File: config.mk
export PLATFORM = sky130hd
export DESIGN_NAME = hack_cpu_exec
export DESIGN_NICKNAME = d
export VERILOG_FILES = /design/src/rtl/hack_cpu_exec.sv
export SDC_FILE = /design/constraint.sdc
export NUM_CORES = 1
export LEC_CHECK = 0
export ABC_AREA = 0
export ABC_CLOCK_PERIOD_IN_PS = 14920
export CAP_MARGIN = 10
export CORE_ASPECT_RATIO = 0.5
export CORE_MARGIN = 10
export CORE_UTILIZATION = 58
export DETAILED_ROUTE_END_ITERATION = 12
export PLACE_DENSITY = 0.91
export SKIP_CTS_REPAIR_TIMING = 1
export SLEW_MARGIN = 0
export SYNTH_ARGS = -nofsm -noshare
export SYNTH_HDL_FRONTEND = slang
export SYNTH_SLANG_ARGS = --single-unit
File: constraint.sdc
create_clock -name clk -period 14.92 [get_ports clk]
set_clock_uncertainty 0.05 [all_clocks]
set_input_delay 2.984 -clock clk [delete_from_list [all_inputs] [get_ports clk]]
set_output_delay 2.984 -clock clk [all_outputs]
set_load 0.1 [all_outputs]
File: src/rtl/hack_cpu_exec.sv
// Hack CPU execute/control stage: decode, A/D/PC registers, Hack ALU,
// with instruction-valid and data-read-valid stalling.
module hack_cpu_exec #(
  parameter int ADDR_W = 15,
  parameter logic [ADDR_W-1:0] PC_RESET = '0
) (
  input  logic              clk,
  input  logic              reset,
  input  logic [15:0]       instruction,
  input  logic              instr_valid,
  input  logic [15:0]       inM,
  input  logic              inM_valid,
  output logic [15:0]       outM,
  output logic              writeM,
  output logic [ADDR_W-1:0] addressM,
  output logic [ADDR_W-1:0] pc
);

  typedef enum logic {RUN, WAIT_M} state_t;

  state_t            state, state_nxt;
  logic [15:0]       a_reg, a_nxt, d_reg, d_nxt;
  logic [ADDR_W-1:0] pc_reg, pc_nxt;

  logic is_c, a_sel, zx, nx, zy, ny, f, no, d_a, d_d, d_m, j_lt, j_eq, j_gt;
  assign is_c  = instruction[15];
  assign a_sel = instruction[12];
  assign {zx, nx, zy, ny, f, no} = instruction[11:6];
  assign {d_a, d_d, d_m}         = instruction[5:3];
  assign {j_lt, j_eq, j_gt}      = instruction[2:0];

  logic unused_bits;
  assign unused_bits = ^instruction[14:13];

  logic [15:0] x_op, y_mux, y_op, alu_raw, alu_out;
  logic        zr, ng, taken, exec;

  always_comb begin
    y_mux   = a_sel ? inM : a_reg;
    x_op    = zx ? 16'h0000 : d_reg;
    x_op    = nx ? ~x_op : x_op;
    y_op    = zy ? 16'h0000 : y_mux;
    y_op    = ny ? ~y_op : y_op;
    alu_raw = f ? (x_op + y_op) : (x_op & y_op);
    alu_out = no ? ~alu_raw : alu_raw;
  end

  assign zr    = (alu_out == 16'h0000);
  assign ng    = alu_out[15];
  assign taken = (j_lt & ng) | (j_eq & zr) | (j_gt & ~ng & ~zr);

  always_comb begin
    state_nxt = state;
    a_nxt     = a_reg;
    d_nxt     = d_reg;
    pc_nxt    = pc_reg;
    exec      = 1'b0;
    case (state)
      RUN: begin
        if (instr_valid) begin
          if (!is_c) begin
            a_nxt  = instruction;
            pc_nxt = pc_reg + ADDR_W'(1);
          end else if (a_sel && !inM_valid) begin
            state_nxt = WAIT_M;
          end else begin
            exec = 1'b1;
          end
        end
      end
      WAIT_M:  exec = inM_valid;
      default: state_nxt = RUN;
    endcase
    // Jump target uses the A value from before any dA update this cycle.
    if (exec) begin
      if (d_a) a_nxt = alu_out;
      if (d_d) d_nxt = alu_out;
      pc_nxt    = taken ? a_reg[ADDR_W-1:0] : pc_reg + ADDR_W'(1);
      state_nxt = RUN;
    end
  end

  always_ff @(posedge clk or posedge reset) begin
    if (reset) begin
      state  <= RUN;
      a_reg  <= '0;
      d_reg  <= '0;
      pc_reg <= PC_RESET;
    end else begin
      state  <= state_nxt;
      a_reg  <= a_nxt;
      d_reg  <= d_nxt;
      pc_reg <= pc_nxt;
    end
  end

  assign outM     = alu_out;
  assign writeM   = exec & d_m & ~reset;
  assign addressM = a_reg[ADDR_W-1:0];
  assign pc       = pc_reg;

endmodule

==> qor.txt, run 1 <==
status - finished, final reports clean
post-synthesis cell area - 4590 sq um
I/O Buffers - 82
CTS buffer count - 5
ranking of synthesized cells by area - dfrtp_1 (26%), mux2i_1 (7.6%), xnor2_1 (5.3%), nand2_1 (5.1%), ha_1 (4.6%)
share of cells above drive strength 1 - 5.56%
Slew headroom - 30.1%
DR vias/cell - 6.13
critical path data required time - 11.89 ns
most frequent cell after synthesis - nand2_1
top-area cell type share of the netlist area - 26.1%
Leak - 2.35 nW
Fin. Hold Viols - 0
Least-Margin Pin Slew - 1.04 ns
Pwr Density - 235 nW/um^2
Via Count - 4,404
Die W - 146 microns
Slew Viols, Final - 0
Worst IR Drop VDD - 0.117 mV
largest net degree at the start of global routing - 50
post-synthesis register bit count - 48
initial antenna violation count - 0
wire per inst - 18.8 microns
critical path type - in2out
Synth area leader - dfrtp_1
CORE AREA - 7510 sq um
Rows - 22
CP startpoint kind - primary input
Mapped Cells - 567
max-cap violations - 0
RSZ-0062 raised after global routing - false
library cells used by synthesis - 62
setup TNS - 0 ns
WP data arrival - 8.32 ns
GRT overflow - 0
H-tree lvl count - 2
CTS clk-pin slew, worst paths - 0.07 ns
worst hold path class - reg2reg
global-route wire length before repair - 21.5 mm
met1 GRT Util - 27.4%
P&R area growth vs syn - 19.6%
num ports - 83
DRC violations left - 0
Antenna Cells - 0
CP max FO - 19
number of synthesized flops with an enable pin - 0
Final Non-Filler Cells - 719
fmax - 0.0881 GHz
RePlAce Congestion - 0.955
router iterations before antenna repair - 6
die area - 12,100 sq um
clk_lat worst skew - 0.30 ns
Iter 0 DRT Violations - 446
Final Util - 73.1%
Initial Utilization - 61.1%
die height - 82.9 microns
ANT nets after route - 0
Overall Global Routing Usage - 21.1%
Root Driver - clkbuf_16
Syn Area/Cell - 8.10 sq um
most crowded layer after global routing - met2
CTS sink count - 48
# setup viols final - 0
placed insts - 711
M3 GR Usage - 4.82%
Post-synth top cells - nand2_1 (63), nor2_1 (49), dfrtp_1 (48), mux2i_1 (35)
FILL cells - 547
CTS tree - done
Final period util - 76.1%
ys async rst share - 100%
post-layout min period - 11.35 ns
post-DP HPWL - 9.85 mm
WL final - 13.5 mm
Syn Nets - 621
GRT met2 Usage - 33.7%
vias in the first global route - 4,137
CP endpoint kind - primary output
Final #Nets - 664
sequential cell area fraction in the yosys report - 26.1%
Clock Tree Buf Depth - 2
ys flop type - dfrtp_1
Yosys warnings - 0
## report_power, final
part | internal (mW) | total [mW] | switching [mW] | leakage [nW]
combinational | 0.262 | 0.927 | 0.664 | 1.70
clock | 0.0841 | 0.137 | 0.0533 | 0.0871
sequential | 0.182 | 0.229 | 0.0470 | 0.561
total | 0.529 | 1.29 | 0.765 | 2.35
## cell families after synthesis
kind of cell	count (synthesis)	synth area share, %
xor+xnor	44	8.39
mux	46	10.3
simple gates	202	22.1
fa+ha+maj	18	5.07
buf+inv	78	8.03
compound gates	131	20.0
flops	48	26.1
## layer usage
metal	vias up	share of wire, %
met4	0	2.4
met3	30	10
met5	-	0
li1	2089	-
met1	2049	42
met2	236	46
## layout make-up
type / count / area, sq um / area share [%]
Clock buffer: 6 / 139 / 2.53
Clock inverter: 2 / 38.8 / 0.706
Inverter: 28 / 105 / 1.91
Multi-Input combinational cell: 441 / 3020 / 55.0
Sequential cell: 48 / 1200 / 21.9
Tap cell: 108 / 135 / 2.46
Timing Repair Buffer: 86 / 851 / 15.5
## final timing paths
path                       cells after the start  slack (ns)             from        end
setup / recovery                              13        3.57  instruction[12]   outM[13]
hold / removal                                 2        0.45         d_reg[3]   d_reg[3]
setup reg to reg                              15        9.32         a_reg[1]     pc[13]
hold reg to reg                                2        0.45         d_reg[3]   d_reg[3]
max in group asynchronous                      3       11.26            reset   d_reg[6]
min in group asynchronous                      3        3.13            reset  a_reg[15]
## worst max-delay path, stage by stage
cell	delay, ns
clkdlybuf4s50_1	1.16
mux2i_1	0.27
nor2_1	0.07
xor2_1	0.29
ha_1	0.31
a211oi_1	0.41
o21ai_1	0.24
o2111ai_1	0.37
a21oi_1	0.13
or3_1	0.36
a31oi_1	0.20
xnor2_1	0.28
clkdlybuf4s50_1	1.23
## layout by cell type, fill, tap and decap left out, types with 6 or more instances in the layout
cell type        instances
clkdlybuf4s50_1         82
nand2_1                 63
nor2_1                  49
dfrtp_1                 48
mux2i_1                 35
xnor2_1                 28
inv_1                   27
nand2b_1                22
a21oi_1                 21
o21ai_0                 21
a31oi_1                 18
ha_1                    17
xor2_1                  16
and3_1                  12
mux2_2                  11
nand3_1                  9
a22oi_1                  9
nor2b_1                  8
nor3_1                   8
a21o_1                   7
a211oi_1                 7
o21ai_1                  7
o211ai_1                 6
## metrics by stage
step	cell area [sq um]	setup slack, ns	total power [mW]	hold WS, ns
floorplan	4590	4.50	0.952	0.401
global placement	5320	3.82	1.13	0.415
detailed placement	5320	3.70	1.15	0.429
CTS	5490	3.68	1.29	0.443
global route	5490	3.30	1.35	0.464
finish	5490	3.57	1.29	0.446
No activity file was read; power rests on OpenSTA's default activity.
==> run 2: changes to the inputs <==
ABC_CLOCK_PERIOD_IN_PS = 9200   (was 14920)
CORE_UTILIZATION = 49   (was 58)
PLACE_DENSITY = 0.82   (was 0.91)
clock period = 9.2 ns   (was 14.92 ns; I/O delays follow)
==> qor.txt, run 2 (synthesis results as in run 1) <==
WL final - 13.7 mm (was 13.5 mm)
Fin. Hold Viols - 0 (unchanged)
ANT nets after route - 0 (unchanged)
router iterations before antenna repair - 5 (was 6)
critical path data required time - 7.31 ns (was 11.89 ns)
DRC violations left - 0 (unchanged)
Least-Margin Pin Slew - 0.998 ns (was 1.04 ns)
CTS buffer count - 5 (unchanged)
H-tree lvl count - 2 (unchanged)
die area - 13,900 sq um (was 12,100 sq um)
Reg area - 1200 sq um (unchanged)
worst slack, placed - 1.43 ns (was 3.70 ns)
Pwr Density - 382 nW/um^2 (was 235 nW/um^2)
status - finished, final reports clean (unchanged)
commonest cells after routing, fill and taps aside - clkdlybuf4s50_1 (70), nand2_1 (63), nor2_1 (49), dfrtp_1 (48), mux2i_1 (35) (was clkdlybuf4s50_1 (82), nand2_1 (63), nor2_1 (49), dfrtp_1 (48), mux2i_1 (35))
Worst path depth - 11 (was 13)
register-to-register setup slack - 3.46 ns (was 9.32 ns)
Slew headroom - 33.3% (was 30.1%)
setup TNS - 0 ns (unchanged)
FILL cells - 767 (was 547)
num ports - 83 (unchanged)
P&R area growth vs syn - 19.7% (was 19.6%)
WP data arrival - 5.91 ns (was 8.32 ns)
worst hold path class - reg2reg (unchanged)
DR vias/cell - 6.06 (was 6.13)
vias in the first global route - 4,208 (was 4,137)
final instance area - 5500 sq um (was 5490 sq um)
fmax - 0.128 GHz
slowest stage cell, crit path - clkdlybuf4s50_1 (unchanged)
Overall Global Routing Usage - 19.3% (was 21.1%)
delay-heaviest family, CP - buffers and inverters (unchanged)
largest net degree at the start of global routing - 50 (unchanged)
Via Count - 4,429 (was 4,404)
RSZ-0062 raised after global routing - false (unchanged)
GRT overflow - 0 (unchanged)
Initial Utilization - 51.5% (was 61.1%)
Worst Setup SP - instruction[10] (was instruction[12])
Worst IR Drop VDD - 0.192 mV (was 0.117 mV)
Clock Tree Buf Depth - 2 (unchanged)
placed insts - 723 (was 711)
end of the critical path - outM[10] (was outM[13])
Antenna Cells - 0 (unchanged)
CP endpoint kind - primary output (unchanged)
Rows - 24 (was 22)
R2R cell count - 16 (was 15)
post-DP HPWL - 9.95 mm (was 9.85 mm)
R2R Path End - pc[14] (was pc[13])
post-layout min period - 7.80 ns
Final Non-Filler Cells - 731 (was 719)
CP startpoint kind - primary input (unchanged)
Leak - 2.38 nW (was 2.35 nW)
Root Driver - clkbuf_16 (unchanged)
post-place instance area - 5320 sq um (about the same)
max-cap violations - 0 (unchanged)
slowest cell delay on critical path - 0.80 ns (was 1.23 ns)
Power Total - 2.10 mW (was 1.29 mW)
die height - 88.5 microns (was 82.9 microns)
share of cells above drive strength 1 - 7.98% (was 5.56%)
clk_lat worst skew - 0.30 ns (about the same)
area of the multi-input gates - 3020 sq um (unchanged)
Slew Viols, Final - 0 (unchanged)
CTS sink count - 48 (unchanged)
worst path cell trace - clkdlybuf4s50_1, buf_4, xnor2_1, ha_1, fa_1, a21o_1, a221o_1, a2111oi_0, a311oi_2, xnor2_1, buf_4 (was clkdlybuf4s50_1, mux2i_1, nor2_1, xor2_1, ha_1, a211oi_1, o21ai_1, o2111ai_1, a21oi_1, or3_1, a31oi_1, xnor2_1, clkdlybuf4s50_1)
I/O Buffers - 82 (unchanged)
CORE AREA - 8920 sq um (was 7510 sq um)
commonest non-fill, non-tap cell in the layout - clkdlybuf4s50_1 (unchanged)
Final #Nets - 667 (was 664)
wire per inst - 18.7 microns (was 18.8 microns)
global-route wire length before repair - 21.9 mm (was 21.5 mm)
CTS tree - done (unchanged)
critical path type - in2out (unchanged)
Worst R2R Start - a_reg[0] (was a_reg[1])
initial antenna violation count - 0 (unchanged)
final worst slack - 1.40 ns (was 3.57 ns)
Final period util - 84.8%
CP bufs+invs - 3 (was 2)
Die W - 157 microns (was 146 microns)
Iter 0 DRT Violations - 531 (was 446)
# setup viols final - 0 (unchanged)
RePlAce Congestion - 0.936 (was 0.955)
CP max FO - 10 (was 19)
CTS clk-pin slew, worst paths - 0.07 ns (about the same)
## run 2: cell count changes in the layout (fill, tap and decap cells not counted)
cell | previous run | this run
buf_4 | 4 | 19
clkdlybuf4s50_1 | 82 | 70
## run 2: report_power, final
part	leakage (nW)	switching [mW]	internal [mW]
Clock	0.0871	0.0879	0.136
Sequential	0.561	0.0772	0.295
Combinational	1.73	1.08	0.421
## run 2: how the worst min path moves through the flow
stage | start | end | slack, ns | depth (start not counted)
floorplan | d_reg[15] | d_reg[15] | 0.40 | 2
global placement | d_reg[7] | d_reg[7] | 0.42 | 2
detailed placement | d_reg[8] | d_reg[8] | 0.43 | 2
CTS | d_reg[8] | d_reg[8] | 0.44 | 2
global route | d_reg[8] | d_reg[8] | 0.47 | 2
finish | d_reg[8] | d_reg[8] | 0.45 | 2
## run 2: tightest hold or removal path, stage by stage, from the launching register on
cell	delay (ns)
dfrtp_1	0.35
nand2_1	0.05
o21ai_0	0.07
## run 2: per-layer routing
layer | part of all wire (%) | global-route usage (%) | vias to the layer above
li1 | - | - | 2086
met1 | 45 | 25.6 | 2125
met2 | 46 | 31.4 | 190
met3 | 7.9 | 3.58 | 28
met4 | 1.7 | 6.21 | 0
met5 | 0 | 0 | -
## run 2: stage by stage
stage / utilization [%] / hold WS [ns]
2_1_floorplan: - / 0.401
3_3_place_gp: 59.7 / 0.415
3_5_place_dp: 59.7 / 0.429
4_1_cts: 61.6 / 0.444
5_1_grt: 61.6 / 0.474
6_report: 61.6 / 0.449
## run 2: final cells by class
class                           instances  area share [%]
Multi-Input combinational cell        441            55.0
Inverter                               28            1.91
Clock inverter                          2           0.706
Timing Repair Buffer                   89            15.3
Sequential cell                        48            21.8
Clock buffer                            6            2.53
Tap cell                              117            2.66
==> run 3: changes to the inputs <==
ABC_CLOCK_PERIOD_IN_PS = 8150   (was 9200)
CORE_UTILIZATION = 54   (was 49)
PLACE_DENSITY = 0.86   (was 0.82)
clock period = 8.15 ns   (was 9.2 ns; I/O delays follow)
==> qor.txt, run 3 (synthesis results as in run 1) <==
max-cap violations - 0 (unchanged)
fmax - 0.137 GHz
Worst Setup SP - instruction[12] (was instruction[10])
largest net degree at the start of global routing - 50 (unchanged)
setup TNS - 0 ns (unchanged)
CP bufs+invs - 4 (was 3)
Antenna Cells - 0 (unchanged)
Pwr Density - 429 nW/um^2 (was 382 nW/um^2)
Via Count - 4,440 (was 4,429)
Worst R2R Start - a_reg[1] (was a_reg[0])
CP endpoint kind - primary output (unchanged)
worst hold path class - reg2reg (unchanged)
R2R cell count - 16 (unchanged)
post-DP HPWL - 9.92 mm (was 9.95 mm)
slowest stage cell, crit path - nor4_1 (was clkdlybuf4s50_1)
hold slack - 0.451 ns (was 0.449 ns)
router iterations before antenna repair - 5 (unchanged)
Leak - 2.40 nW (was 2.38 nW)
Final Non-Filler Cells - 728 (was 731)
R2R Path End - pc[10] (was pc[14])
CTS sink count - 48 (unchanged)
Initial Utilization - 56.4% (was 51.5%)
slowest cell delay on critical path - 0.68 ns (was 0.80 ns)
DR vias/cell - 6.10 (was 6.06)
CTS buffer count - 5 (unchanged)
Slew Viols, Final - 0 (unchanged)
Worst Hold Depth - 2 (unchanged)
worst path cell trace - clkdlybuf4s50_1, buf_4, mux2i_1, nor2_1, xor2_1, ha_1, and3_1, a221oi_1, o31ai_1, a21boi_0, nor4_1, inv_1, buf_4 (was clkdlybuf4s50_1, buf_4, xnor2_1, ha_1, fa_1, a21o_1, a221o_1, a2111oi_0, a311oi_2, xnor2_1, buf_4)
global-route wire length before repair - 21.4 mm (was 21.9 mm)
delay-heaviest family, CP - buffers and inverters (unchanged)
Rows - 23 (was 24)
Reg area - 1200 sq um (unchanged)
RePlAce Congestion - 0.924 (was 0.936)
Final #Nets - 669 (was 667)
Overall Global Routing Usage - 20.1% (was 19.3%)
CP dominant cell by count - buf_4
area of the multi-input gates - 3020 sq um (unchanged)
Clock Tree Buf Depth - 2 (unchanged)
P&R area growth vs syn - 20.2% (was 19.7%)
Worst path depth - 13 (was 11)
I/O Buffers - 82 (unchanged)
die area - 12,800 sq um (was 13,900 sq um)
GRT overflow - 0 (unchanged)
end of the critical path - outM[8] (was outM[10])
clk_lat worst skew - 0.30 ns (about the same)
share of cells above drive strength 1 - 8.93% (was 7.98%)
Least-Margin Pin Slew - 1.01 ns (was 0.998 ns)
status - finished, final reports clean (unchanged)
register-to-register setup slack - 2.93 ns (was 3.46 ns)
commonest cells after routing, fill and taps aside - clkdlybuf4s50_1 (66), nand2_1 (63), nor2_1 (49), dfrtp_1 (48), mux2i_1 (35) (was clkdlybuf4s50_1 (70), nand2_1 (63), nor2_1 (49), dfrtp_1 (48), mux2i_1 (35))
critical path data required time - 6.47 ns (was 7.31 ns)
wire per inst - 18.4 microns (was 18.7 microns)
RSZ-0062 raised after global routing - false (unchanged)
CORE AREA - 8140 sq um (was 8920 sq um)
WP data arrival - 5.64 ns (was 5.91 ns)
H-tree lvl count - 2 (unchanged)
num ports - 83 (unchanged)
# setup viols final - 0 (unchanged)
Root Driver - clkbuf_16 (unchanged)
post-layout min period - 7.32 ns
critical path type - in2out (unchanged)
Worst IR Drop VDD - 0.251 mV (was 0.192 mV)
WL final - 13.4 mm (was 13.7 mm)
CP max FO - 13 (was 10)
Die W - 150 microns (was 157 microns)
DRC violations left - 0 (unchanged)
Power Total - 2.37 mW (was 2.10 mW)
commonest non-fill, non-tap cell in the layout - clkdlybuf4s50_1 (unchanged)
placed insts - 720 (was 723)
Slew headroom - 32.6% (was 33.3%)
ANT nets after route - 0 (unchanged)
CP startpoint kind - primary input (unchanged)
FILL cells - 626 (was 767)
Final period util - 89.8%
CTS tree - done (unchanged)
initial antenna violation count - 0 (unchanged)
die height - 85.2 microns (was 88.5 microns)
CTS clk-pin slew, worst paths - 0.08 ns (was 0.07 ns)
vias in the first global route - 4,094 (was 4,208)
Fin. Hold Viols - 0 (unchanged)
Iter 0 DRT Violations - 463 (was 531)
==> run 3: how the worst min path moves through the flow <==
stage | startpoint | to | slack (ns)
3_3_place_gp | d_reg[3] | d_reg[3] | 0.42
3_5_place_dp | d_reg[9] | d_reg[9] | 0.44
5_1_grt | d_reg[0] | d_reg[0] | 0.47
6_report | d_reg[9] | d_reg[9] | 0.45
4_1_cts | d_reg[9] | d_reg[9] | 0.45
2_1_floorplan | d_reg[15] | d_reg[15] | 0.40
==> run 3: where the power goes <==
part           switching, mW  internal, mW
registers             0.0877         0.333
logic                   1.23         0.498
clock network          0.102         0.123
==> run 3: tightest hold or removal path, cell delays in order, from the launching register on <==
cell and delay [ns]:
dfrtp_1 0.35, nand2_1 0.04, o21ai_0 0.07
==> run 3: stage by stage <==
| step | cell area [sq um] | worst slack, ns | utilization, % |
|---|---|---|---|
| after floorplan | 4590 | 0.440 | - |
| after global placement | 5370 | 1.03 | 65.9 |
| after detailed placement | 5370 | 0.967 | 65.9 |
| after CTS | 5520 | 0.928 | 67.8 |
| after global routing | 5520 | 0.490 | 67.8 |
| final | 5520 | 0.829 | 67.8 |
==> run 3: routing by layer <==
layer	track usage (%)	part of all wire, %	wire length [microns]
met1	27.2	43	5800
met2	33.2	46	6200
met4	3.51	1.3	174
met5	0	0	0
met3	3.50	9.1	1220
==> run 3: area by class of cell <==
class                   instances  area share (%)
well taps                     112            2.54
flip-flops and latches         48            21.8
multi-input cells             441            54.8
repair buffers                 91            16.3
inverters                      28            1.90
clock inverters                 2           0.249
clock buffers                   6            2.52
